===== src/rtl/uart_tx.sv =====
`default_nettype none
// ============================================================================
//  Module   : uart_tx
//  Purpose  : 8-bit UART transmitter (start, 8 data LSB first, stop) with a
//             valid/ready byte handshake and a one-cycle tx_done pulse.
//             Optional even-parity bit enabled by macro UART_TX_PARITY_EN.
//  Revision : 1.0 - initial release
// ============================================================================
module uart_tx #(
    parameter int CLK_FREQ  = 50_000_000,
    parameter int BAUD_RATE = 115200
) (
    input  logic       clk,
    input  logic       rst,
    input  logic [7:0] data,
    input  logic       data_valid,
    output logic       data_ready,
    output logic       tx,
    output logic       tx_done
);

    localparam int BIT_PERIOD = CLK_FREQ / BAUD_RATE;
    localparam int CNT_W      = (BIT_PERIOD > 1) ? $clog2(BIT_PERIOD) : 1;
    localparam logic [CNT_W-1:0] c_CNT_LAST = CNT_W'(BIT_PERIOD - 1);

    localparam logic [2:0] c_IDLE   = 3'd0;
    localparam logic [2:0] c_START  = 3'd1;
    localparam logic [2:0] c_DATA   = 3'd2;
`ifdef UART_TX_PARITY_EN
    localparam logic [2:0] c_PARITY = 3'd3;
`endif
    localparam logic [2:0] c_STOP   = 3'd4;

    logic [2:0]       state_q,      state_d;
    logic [CNT_W-1:0] cnt_q,        cnt_d;
    logic [2:0]       bit_idx_q,    bit_idx_d;
    logic [7:0]       shift_q,      shift_d;
    logic             tx_q,         tx_d;
    logic             data_ready_q, data_ready_d;
    logic             tx_done_q,    tx_done_d;
`ifdef UART_TX_PARITY_EN
    logic             parity_q,     parity_d;
`endif

    logic w_bit_end;
    assign w_bit_end = (cnt_q == c_CNT_LAST);

    // tx is computed one cycle ahead so the line itself comes straight from a flop
    always_comb begin
        state_d      = state_q;
        cnt_d        = cnt_q;
        bit_idx_d    = bit_idx_q;
        shift_d      = shift_q;
        tx_d         = tx_q;
        data_ready_d = data_ready_q;
`ifdef UART_TX_PARITY_EN
        parity_d     = parity_q;
`endif
        case (state_q)
            c_IDLE: begin
                tx_d         = 1'b1;
                data_ready_d = 1'b1;
                cnt_d        = '0;
                bit_idx_d    = '0;
                if (data_valid && data_ready_q) begin
                    shift_d      = data;
`ifdef UART_TX_PARITY_EN
                    parity_d     = ^data;
`endif
                    state_d      = c_START;
                    tx_d         = 1'b0;
                    data_ready_d = 1'b0;
                end
            end
            c_START: begin
                if (w_bit_end) begin
                    state_d   = c_DATA;
                    cnt_d     = '0;
                    bit_idx_d = '0;
                    tx_d      = shift_q[0];
                end else begin
                    cnt_d = cnt_q + 1'b1;
                end
            end
            c_DATA: begin
                if (w_bit_end) begin
                    cnt_d = '0;
                    if (bit_idx_q == 3'd7) begin
`ifdef UART_TX_PARITY_EN
                        state_d = c_PARITY;
                        tx_d    = parity_q;
`else
                        state_d = c_STOP;
                        tx_d    = 1'b1;
`endif
                    end else begin
                        bit_idx_d = bit_idx_q + 3'd1;
                        shift_d   = {1'b0, shift_q[7:1]};
                        tx_d      = shift_q[1];
                    end
                end else begin
                    cnt_d = cnt_q + 1'b1;
                end
            end
`ifdef UART_TX_PARITY_EN
            c_PARITY: begin
                if (w_bit_end) begin
                    state_d = c_STOP;
                    cnt_d   = '0;
                    tx_d    = 1'b1;
                end else begin
                    cnt_d = cnt_q + 1'b1;
                end
            end
`endif
            c_STOP: begin
                tx_d = 1'b1;
                if (w_bit_end) begin
                    state_d      = c_IDLE;
                    cnt_d        = '0;
                    data_ready_d = 1'b1;
                end else begin
                    cnt_d = cnt_q + 1'b1;
                end
            end
            default: begin
                state_d      = c_IDLE;
                cnt_d        = '0;
                bit_idx_d    = '0;
                tx_d         = 1'b1;
                data_ready_d = 1'b0;
            end
        endcase
        // Registered pulse lands exactly on the final cycle of the stop bit
        tx_done_d = (state_d == c_STOP) && (cnt_d == c_CNT_LAST);
    end

    always_ff @(posedge clk) begin
        if (rst) begin
            state_q      <= c_IDLE;
            cnt_q        <= '0;
            bit_idx_q    <= '0;
            shift_q      <= '0;
            tx_q         <= 1'b1;
            data_ready_q <= 1'b0;
            tx_done_q    <= 1'b0;
`ifdef UART_TX_PARITY_EN
            parity_q     <= 1'b0;
`endif
        end else begin
            state_q      <= state_d;
            cnt_q        <= cnt_d;
            bit_idx_q    <= bit_idx_d;
            shift_q      <= shift_d;
            tx_q         <= tx_d;
            data_ready_q <= data_ready_d;
            tx_done_q    <= tx_done_d;
`ifdef UART_TX_PARITY_EN
            parity_q     <= parity_d;
`endif
        end
    end

    assign data_ready = data_ready_q;
    assign tx         = tx_q;
    assign tx_done    = tx_done_q;

endmodule
`default_nettype wire


===== config.mk =====
export PLATFORM = sky130hd
export DESIGN_NAME = uart_tx
export DESIGN_NICKNAME = d
export VERILOG_FILES = /design/src/rtl/uart_tx.sv
export SDC_FILE = /design/constraint.sdc
export NUM_CORES = 1
export LEC_CHECK = 0
export CAP_MARGIN = 40
export CORE_ASPECT_RATIO = 0.8
export CORE_UTILIZATION = 50
export CTS_CLUSTER_DIAMETER = 30
export DETAILED_ROUTE_END_ITERATION = 7
export PLACE_DENSITY = 0.74
export SYNTH_ARGS = -nofsm -noshare
export SYNTH_HDL_FRONTEND = slang
export SYNTH_SLANG_ARGS = --single-unit

===== constraint.sdc =====
create_clock -name clk -period 2.1 [get_ports clk]
set_input_delay 0.315 -clock clk [delete_from_list [all_inputs] [get_ports clk]]
set_output_delay 0.315 -clock clk [all_outputs]
set_load 0.02 [all_outputs]

== After elaboration in Yosys (flattened, before gate mapping) ==
Cells that the tools add are included.
Operators by class
  eq/ne operators: 12
  reductions and logical operators: 10
  muxes and demuxes: 23
  $add $sub $neg: 2
  bitwise operators: 2
Operators by type and width (number)
  $mux 3: 8
  $mux 8: 3
  $eq 9x9->1 const B: 2
  $mux 9: 2
  $pmux 8 s2: 1
  $pmux 3 s4: 1
  $ne 2x2->1 const B: 5
  $add 9x1->9 const B: 1
  $eq 3x3->1 const B: 3
  $pmux 3 s3: 1
  $reduce_and 4->1: 2
  $pmux 1 s3: 2
  $mux 1: 5
  $reduce_and 2->1: 2
  $add 3x1->3 const B: 1
  $eq 3x1->1 const B: 1
  $eq 3x2->1 const B: 1
  $logic_not 3->1: 1
  $reduce_or 3->1: 1
  $logic_and 1x1->1: 2
  $not 1->1: 2
  $reduce_bool 2->1: 1
  $reduce_or 2->1: 1
Word-level totals
  bits of input ports: 11
  register bits: 26
  output and inout port bits: 3
  word-level logic and storage cells: 56

== Longest topological paths before layout ==
Gate-level depths: netlist of run 1.
  depth in word-level cells: 6
  gate-level depth with buffers: 8
  mapped depth without buffers: 7

== Worst setup path before layout of run 1 ==
OpenSTA, ideal clock, no wires.
  kind: register -> register
  start point: register cnt_q[0]
  end point: register shift_q[0]
  stages on the path, launching flop included: 8
  library setup time: 0.079 ns
  data required time: 2.021 ns
  path slack: 0.180 ns
  path buffers: 1
  clock period less this slack: 1.920 ns
  arrival time: 1.840 ns
  cell sequence: dfxtp_1 -> ha_1 -> nand2_1 -> or4_4 -> o31ai_4 -> buf_6 -> nor2_1 -> a211oi_2
On the way
  cells in the longest elaborated chain, start to end: 3
RTL lines
  start: declaration: RTL line 35  | logic [CNT_W-1:0] cnt_q, cnt_d;
  start signal: assignment: RTL line 152  | cnt_q <= cnt_d;
  $eq 9x9->1: RTL line 46  | assign w_bit_end = (cnt_q == c_CNT_LAST);
  $ne 2x2->1 (no line)
  $reduce_and 4->1 (no line)
  end signal: assignment: RTL line 154  | shift_q <= shift_d;
  end: declaration: RTL line 37  | logic [7:0] shift_q, shift_d;
No other way between the ends.
A chain may end at the register's enable or synchronous reset.

== Worst setup path after layout of run 1 ==
  start point: register cnt_q[0]
  end point: register shift_q[7]
Same word-level chain as after synthesis.

==> results of run 1 <==
-- sequential cells by signal (all words and copies together) (netlist names) --
signal / count
tx: 1
tx_done: 1
cnt_q: 9
state_q: 3
bit_idx_q: 3
data_ready: 1
shift_q: 8
-- where the power goes --
group | leakage, nW | total (mW) | switching (mW) | internal [mW]
logic | 0.343 | 0.111 | 0.0510 | 0.0603
clock network | 0.0279 | 0.346 | 0.153 | 0.193
registers | 0.212 | 0.529 | 0.0173 | 0.512
-- logic make-up after synthesis --
logic type | count (synthesis)
and+or+nand+nor | 65
AOI/OAI and AO/OA | 33
DFF | 26
buffers and inverters | 15
muxes | 11
xor gates and xnor gates | 8
adders and majority gates | 4
-- stage by stage --
step	instance area, sq um	power (mW)	util [%]	std cells
2_1_floorplan	1460	0.607	-	162
3_3_place_gp	1640	0.647	59.3	210
3_5_place_dp	1640	0.651	59.3	210
4_1_cts	1690	0.995	61.2	214
5_1_grt	1690	1.03	61.2	214
6_report	1690	0.986	61.2	214
-- area by class of cell --
class                   instances  area [sq um]
flip-flops and latches         26           522
multi-input cells             121           853
repair buffers                 21           203
clock buffers                   3          22.5
inverters                       4          15.0
well taps                      38          47.5
clock inverters                 1          30.0
fillers                       244          1070
-- synthesized netlist by cell type (2+ instances only) --
library cell  instances
clkbuf_1              4
xor2_1                5
nor3_1                2
xnor2_1               3
buf_4                 2
mux2i_1              11
and2_1                2
nor3b_1               4
or3_1                 2
a211oi_2              3
nand2_1              10
ha_1                  4
nand3_1               3
o2111ai_1             3
o21ai_0               5
a21oi_1              10
dfxtp_1              26
nor2_1               24
buf_6                 4
nand3b_1              3
inv_1                 4
a211oi_1              4
a31oi_1               4
-- repair_timing --
item,CTS,global route
setup endpoints to repair,0,5
setup buffers,0,0
gates resized for setup,0,1
-- worst paths after layout --
path	startpoint	end	slack, ns	cells past startpoint
max	cnt_q[0]	shift_q[7]	0.14	7
min	cnt_q[0]	cnt_q[0]	0.47	1
max reg2reg	cnt_q[0]	shift_q[7]	0.14	7
min reg2reg	cnt_q[0]	cnt_q[0]	0.47	1
-- per-layer routing --
metal  up-vias  part of all wire, %
met5         -                    0
li1        613                    -
met3         4                  5.4
met4         0                 0.70
met2        34                   45
met1       550                   49
==> results.tsv, run 1 <==
metric	value	unit
ys_types	43	
cts_buffers	3	
drtPass1Iterations	4	
synth_compound_area_share	16.4	%
gp_congestion	0.869	
drc_errors	0	
relSlewSlack	67.4	%
syn-num-nets	177	
dp_slack	0.105	ns
cts_sinks	26	
mostFrequentLayoutCell	dfxtp_1	
hold_viol	0	
insertedDiodeCount	0	
synth_xor_area_share	4.79	%
cp_slowest_stage_delay	0.53	ns
mostFrequentLayoutCells	dfxtp_1 (25), nor2_1 (24), clkdlybuf4s50_1 (13)	
io_pins	14	
clk_latency	0.33	ns
tns	0	ns
die-area	0.00315	sq mm
detailed_place_hpwl	2090	um
ys_async_sr_fraction	0	%
cap_violations	0	
synthMuxAreaShare	7.52	%
grt_pass1_wl	4910	um
setup_viol	0	
worst_slew_pin_slew	0.488	ns
synth_fa_ha_area_share	3.42	%
grt_pass1_vias	1092	
power_density	583	mW/mm^2
synth_top_family_by_area	simple AND/OR/NAND/NOR gates	
grt_use_met2	31.2	%
path_clk_slew	0.13	ns
cts.path.max_buffers	2	
synth_ff_type	dfxtp_1	
synthTopCellsByArea	dfxtp_1 (36%), mux2i_1 (7.5%), nor2_1 (6.2%), a21oi_1 (3.4%), ha_1 (3.4%)	
ir_worst_vdd	546	uV
yosysSeqAreaShare	35.6	%
wire_per_inst	13.4	um
fin_crit_sh	93.3	%
root_buffer	clkbuf_4	
worstPathCellList	ha_1 > nand2_1 > or4_4 > o31ai_4 > buf_12 > mux2i_1 > nor2_1	
nets	192	
setup_ws	0.141	ns
vias	1201	
path_buf_inv	1	
cts_hold_buf	0	
syn_to_final_growth	15.6	%
start_kind	flip-flop	
met3_usage	4.77	%
grt_usage	20.0	%
synth-simple-area-share	25.8	%
synth_top_area_cell	dfxtp_1	
busiest_layer	met2	
layout_min_cycle_time	1.96	ns
netlist_area	0.00146	sq mm
grt_max_degree	17	
worstPathArrival	2.19	ns
rows	17	
syn_inst	162	
critPathSlowestCell	or4_4	
finClkSkew	0.0137	ns
hold_ws	0.467	ns
clock.fmax	510	MHz
io_buffers	13	
synth-edff-count	0	
initial_core_util	52.9	%
post_synth.cell_area_avg	9.04	sq um
worstPathMaxFanout	15	
ys_warn_count	0	
drt_wl_total	2880	um
vias_per_cell	5.61	
netlist.area_leader.share	35.6	%
crit_required	2.33	ns
htreeDepth	1	
path_delay_family	simple AND/OR/NAND/NOR gates	
drive_gt1_share	14.2	%
gr-total-overflow	0	
critPathKind	flip-flop to flip-flop	
grt_antenna_before_repair	0	
core	0.00277	sq mm
rsz0062_at_grt	false	
cts_tree	done	
fp.dieH	50.4	um
min_path_type	flip-flop to flip-flop	
grtUsageMet1	28.4	%
drtIter0Drc	77	
die_w	62.5	um
cp-end-kind	flip-flop	
drv_slew	0	
status	completed	
ant_nets	0	
leakage	0.582	nW
yosys_register_bits	26	
Power figures use the tool's default switching activity.
==> run 2, diff against run 1 <==
--- a/config.mk
+++ b/config.mk
@@ -7,10 +7,10 @@
 export LEC_CHECK = 0
 export CAP_MARGIN = 40
 export CORE_ASPECT_RATIO = 0.8
-export CORE_UTILIZATION = 50
+export CORE_UTILIZATION = 30
 export CTS_CLUSTER_DIAMETER = 30
 export DETAILED_ROUTE_END_ITERATION = 7
-export PLACE_DENSITY = 0.74
+export SLEW_MARGIN = 20
 export SYNTH_ARGS = -nofsm -noshare
 export SYNTH_HDL_FRONTEND = slang
 export SYNTH_SLANG_ARGS = --single-unit
==> run 2 against run 1 <==
Net effect: global-route usage decreased by 8.4 points; final cell count rose by 10%; register-to-register slack improved by 0.02 ns; sequential power is essentially flat; final area increased by 1.8%; setup slack improved by 0.020 ns; worst hold slack got worse by 0.012 ns; total power is 2.3% lower; non-clock buffer count unchanged; clock power decreased by 6.1%; sequential share of layout area decreased by 0.54 points; sequential cell count stayed put; critical endpoint unchanged; highest routed layer unchanged.
==> results.tsv, run 2 (same netlist as run 1, synthesis figures left out) <==
metric	value	unit
grt_pass1_wl	4770	um
mostFrequentLayoutCell	dfxtp_1	
setup_ws	0.161	ns
ff2ff_setup_slack	0.16	ns
cts_tree	done	
drt_wl_total	2680	um
rows	22	
vias_per_cell	4.94	
detailed_place_hpwl	2030	um
die_w	80.1	um
root_buffer	clkbuf_8	
grt_usage	11.7	%
wire_per_inst	11.4	um
worstPathArrival	2.11	ns
grt_pass1_vias	1028	
io_buffers	13	
nets	192	
cts_buffers	3	
top_layer	met4	
cp_slowest_stage_delay	0.52	ns
wl_met3	69	um
finClkSkew	0.00581	ns
largest_reg_flops	9	
power_density	559	mW/mm^2
vias	1166	
rsz0062_at_grt	false	
worstPathMaxFanout	15	
htreeDepth	1	
tns	0	ns
ant_nets	0	
core	0.00462	sq mm
mostFrequentLayoutCells	dfxtp_1 (25), nor2_1 (24), clkdlybuf4s50_1 (13)	
layout_min_cycle_time	1.94	ns
r2r_cells	8	
clock.fmax	516	MHz
drc_errors	0	
met1_length	1380	um
drtPass1Iterations	4	
worst_slew_pin_slew	0.478	ns
final_util	37.3	%
grt_antenna_before_repair	0	
grt_max_degree	17	
met2_length	1220	um
hold_viol	0	
syn_to_final_growth	17.7	%
critPathLaunch	cnt_q[1]	
dp_slack	0.123	ns
post_cts_buffers	0	
cp-end-kind	flip-flop	
critPathKind	flip-flop to flip-flop	
relSlewSlack	68.1	%
cap_violations	0	
worstPathCellList	inv_1 > ha_1 > nand2_1 > or4_4 > o31ai_4 > buf_12 > mux2i_1 > nor2_1	
drive_gt1_share	14.2	%
hold_depth	1	
setup_viol	0	
cts_sinks	26	
cts.path.max_buffers	2	
io_pins	14	
start_kind	flip-flop	
gp_congestion	0.764	
power	0.964	mW
min_path_type	flip-flop to flip-flop	
fin_crit_sh	92.3	%
crit_required	2.27	ns
hold_start	cnt_q[0]	
reg_top3	cnt_q: 9 flops, shift_q: 8 flops	
path_buf_inv	2	
path_delay_family	simple AND/OR/NAND/NOR gates	
drtIter0Drc	60	
whs_endpoint	cnt_q[0]	
gr-total-overflow	0	
worstReg2RegEnd	shift_q[7]	
largest-register	cnt_q	
clk_latency	0.27	ns
leakage	0.584	nW
path_clk_slew	0.09	ns
drv_slew	0	
insertedDiodeCount	0	
initial_core_util	31.7	%
die-area	0.00516	sq mm
critPathSlowestCell	or4_4	
r2r-start	cnt_q[1]	
status	completed	
ir_worst_vdd	333	uV
fp.dieH	64.5	um
==> run 2: cell count changes in the layout (fill, tap and decap cells not counted) <==
cell       previous run  this run
clkbuf_4              3         0
bufinv_16             1         0
clkbuf_8              0         4
==> run 2: how the worst max path moves through the flow <==
stage                      end  slack [ns]  cells after the start
global route        shift_q[7]        0.05                      8
detailed placement  shift_q[7]        0.12                      7
global placement    shift_q[7]        0.15                      7
floorplan           shift_q[0]        0.18                      7
CTS                 shift_q[7]        0.12                      7
finish              shift_q[7]        0.16                      8
==> run 2: stage by stage <==
stage | cells | cell area (sq um) | hold slack [ns]
finish | 236 | 1720 | 0.455
global route | 236 | 1720 | 0.481
CTS | 236 | 1720 | 0.467
detailed placement | 232 | 1670 | 0.453
global placement | 232 | 1670 | 0.450
floorplan | 162 | 1460 | 0.436
==> run 2: power breakdown <==
| group | total [mW] | internal (mW) | switching (mW) |
|---|---|---|---|
| logic | 0.111 | 0.0602 | 0.0504 |
| clock network | 0.325 | 0.168 | 0.157 |
| registers | 0.528 | 0.511 | 0.0170 |
==> run 2: area by class of cell <==
class                      count  area [sq um]
clock buffer                   4          55.1
fill                         460          2900
inverter                       4          15.0
multi-input combinational    121           853
sequential                    26           522
tap                           60          75.1
timing repair buffer          21           203
==> run 2: repair_timing <==
item | CTS | global route
endpoints found under the hold margin | 0 | 0
endpoints found under the setup margin | 0 | 1
hold buffers | 0 | 0
gates resized for setup | 0 | 1
==> run 2: metal layers <==
metal  vias to the layer above  global-route usage [%]
li1                        606                       -
met1                       536                    16.3
met2                        22                    18.3
met3                         2                    1.69
met4                         0                    4.02
met5                         -                       0
==> run 3, diff against run 2 <==
--- a/config.mk
+++ b/config.mk
@@ -6,11 +6,9 @@
 export NUM_CORES = 1
 export LEC_CHECK = 0
 export CAP_MARGIN = 40
-export CORE_ASPECT_RATIO = 0.8
 export CORE_UTILIZATION = 30
 export CTS_CLUSTER_DIAMETER = 30
 export DETAILED_ROUTE_END_ITERATION = 7
-export SLEW_MARGIN = 20
 export SYNTH_ARGS = -nofsm -noshare
 export SYNTH_HDL_FRONTEND = slang
 export SYNTH_SLANG_ARGS = --single-unit
==> run 3 against run 2 <==
Net effect: combinational power grew 4%; total power shrank 0.29%; setup slack improved by 0.018 ns; die area about the same; sequential power about the same; core utilization is 0.44 points lower; final area is 0.94% higher; count of clock-buffer cells in the layout is the same; worst hold slack gained 0.0066 ns; largest power group unchanged.
==> results.tsv, run 3 (same netlist as run 1, synthesis figures left out) <==
metric	value	unit
status	completed	
finClkSkew	0.00448	ns
fp.dieH	71.9	um
core	0.00472	sq mm
power_density	553	mW/mm^2
leakage	0.588	nW
path_clk_slew	0.08	ns
vias_per_cell	4.72	
hold_viol	0	
drv_slew	0	
largest-register	cnt_q	
drtPass1Iterations	4	
fin_crit_sh	91.5	%
start_kind	flip-flop	
worstPathArrival	2.08	ns
detailed_place_hpwl	2050	um
die-area	0.00516	sq mm
gp_congestion	0.759	
htreeDepth	1	
worstPathMaxFanout	15	
io_buffers	13	
drive_gt1_share	14.7	%
path_buf_inv	1	
io_pins	14	
syn_to_final_growth	18.8	%
place_area	0.00168	sq mm
min_path_type	flip-flop to flip-flop	
hold_ws	0.461	ns
ant_nets	0	
grt_max_degree	16	
path_delay_family	simple AND/OR/NAND/NOR gates	
mostFrequentLayoutCells	dfxtp_1 (25), nor2_1 (24), clkdlybuf4s50_1 (13)	
worst_slew_pin_slew	0.432	ns
root_buffer	clkbuf_8	
cp_slowest_stage_delay	0.52	ns
cts_tree	done	
grt_usage	11.3	%
vias	1152	
reg_top3	cnt_q: 9 flops, shift_q: 8 flops	
clock.fmax	521	MHz
ff2ff_setup_slack	0.18	ns
crit_required	2.26	ns
ir_worst_vdd	207	uV
cts.path.max_buffers	2	
grt_pass1_wl	4790	um
cp-end-kind	flip-flop	
critPathSlowestCell	or4_4	
grt_antenna_before_repair	0	
wire_per_inst	11.1	um
critPathKind	flip-flop to flip-flop	
mostFrequentLayoutCell	dfxtp_1	
largest_reg_flops	9	
relSlewSlack	70.9	%
worstPathCellList	ha_1 > nand2_1 > or4_4 > o31ai_4 > buf_12 > mux2i_1 > nor2_1	
rsz0062_at_grt	false	
cts_buffers	3	
cap_violations	0	
drtIter0Drc	76	
tns	0	ns
insertedDiodeCount	0	
fin_area	0.00174	sq mm
n_fill_cell	478	
grt_pass1_vias	1081	
gr-total-overflow	0	
initial_core_util	31.0	%
cts_sinks	26	
die_w	71.9	um
drt_wl_total	2710	um
drc_errors	0	
layout_min_cycle_time	1.92	ns
rows	25	
nets	193	
clk_latency	0.27	ns
setup_viol	0	
-- run 3: changes by cell type in the layout (fill, tap and decap cells not counted), sizes merged --
cell	delta
buf	+1
-- run 3: worst reg2reg max path, cell delays in order (launching register included) --
cell and delay (ns):
dfxtp_2 0.38, ha_1 0.15, nand2_1 0.09, or4_4 0.52, o31ai_4 0.27, buf_12 0.18
mux2i_1 0.18, nor2_1 0.05
-- run 3: power by group --
part           switching (mW)  internal [mW]
registers              0.0151          0.511
logic                  0.0526         0.0620
clock network           0.153          0.167
-- run 3: what timing repair did --
action                     in CTS  in global routing
setup endpoints to repair       0                  5
buffers inserted                0                  1
hold buffers                    0                  0
resized for setup               0                  1
-- run 3: layer usage --
metal	vias to the layer above	wire (um)	global-route usage, %
li1	611	-	-
met1	529	1410	15.5
met2	10	1240	18.9
met3	2	29	0.844
met4	0	23	3.92
met5	-	0	0
-- run 3: per-stage QoR --
stage               total power, mW  worst slack [ns]  util, %  cells
finish                        0.961             0.179     36.8    244
global route                   1.01            0.0341     36.8    244
CTS                           0.976            0.0664     36.6    243
detailed placement            0.653            0.0874     35.5    239
global placement              0.653             0.155     35.5    239
floorplan                     0.607             0.180        -    162
-- run 3: final timing paths --
kind / from / endpoint / depth (start not counted)
worst min-delay path: bit_idx_q[1] / bit_idx_q[1] / 2
worst max register to register: cnt_q[0] / shift_q[7] / 7
worst max-delay path: cnt_q[0] / shift_q[7] / 7
worst min register to register: bit_idx_q[1] / bit_idx_q[1] / 2
-- run 3: cell type report --
| cell class | count | area (sq um) | area share (%) |
|---|---|---|---|
| timing repair buffer | 22 | 210 | 12.1 |
| clock buffer | 4 | 55.1 | 3.17 |
| inverter | 4 | 15.0 | 0.863 |
| multi-input combinational | 121 | 853 | 49.1 |
| tap | 67 | 83.8 | 4.82 |
| sequential | 26 | 522 | 30.0 |
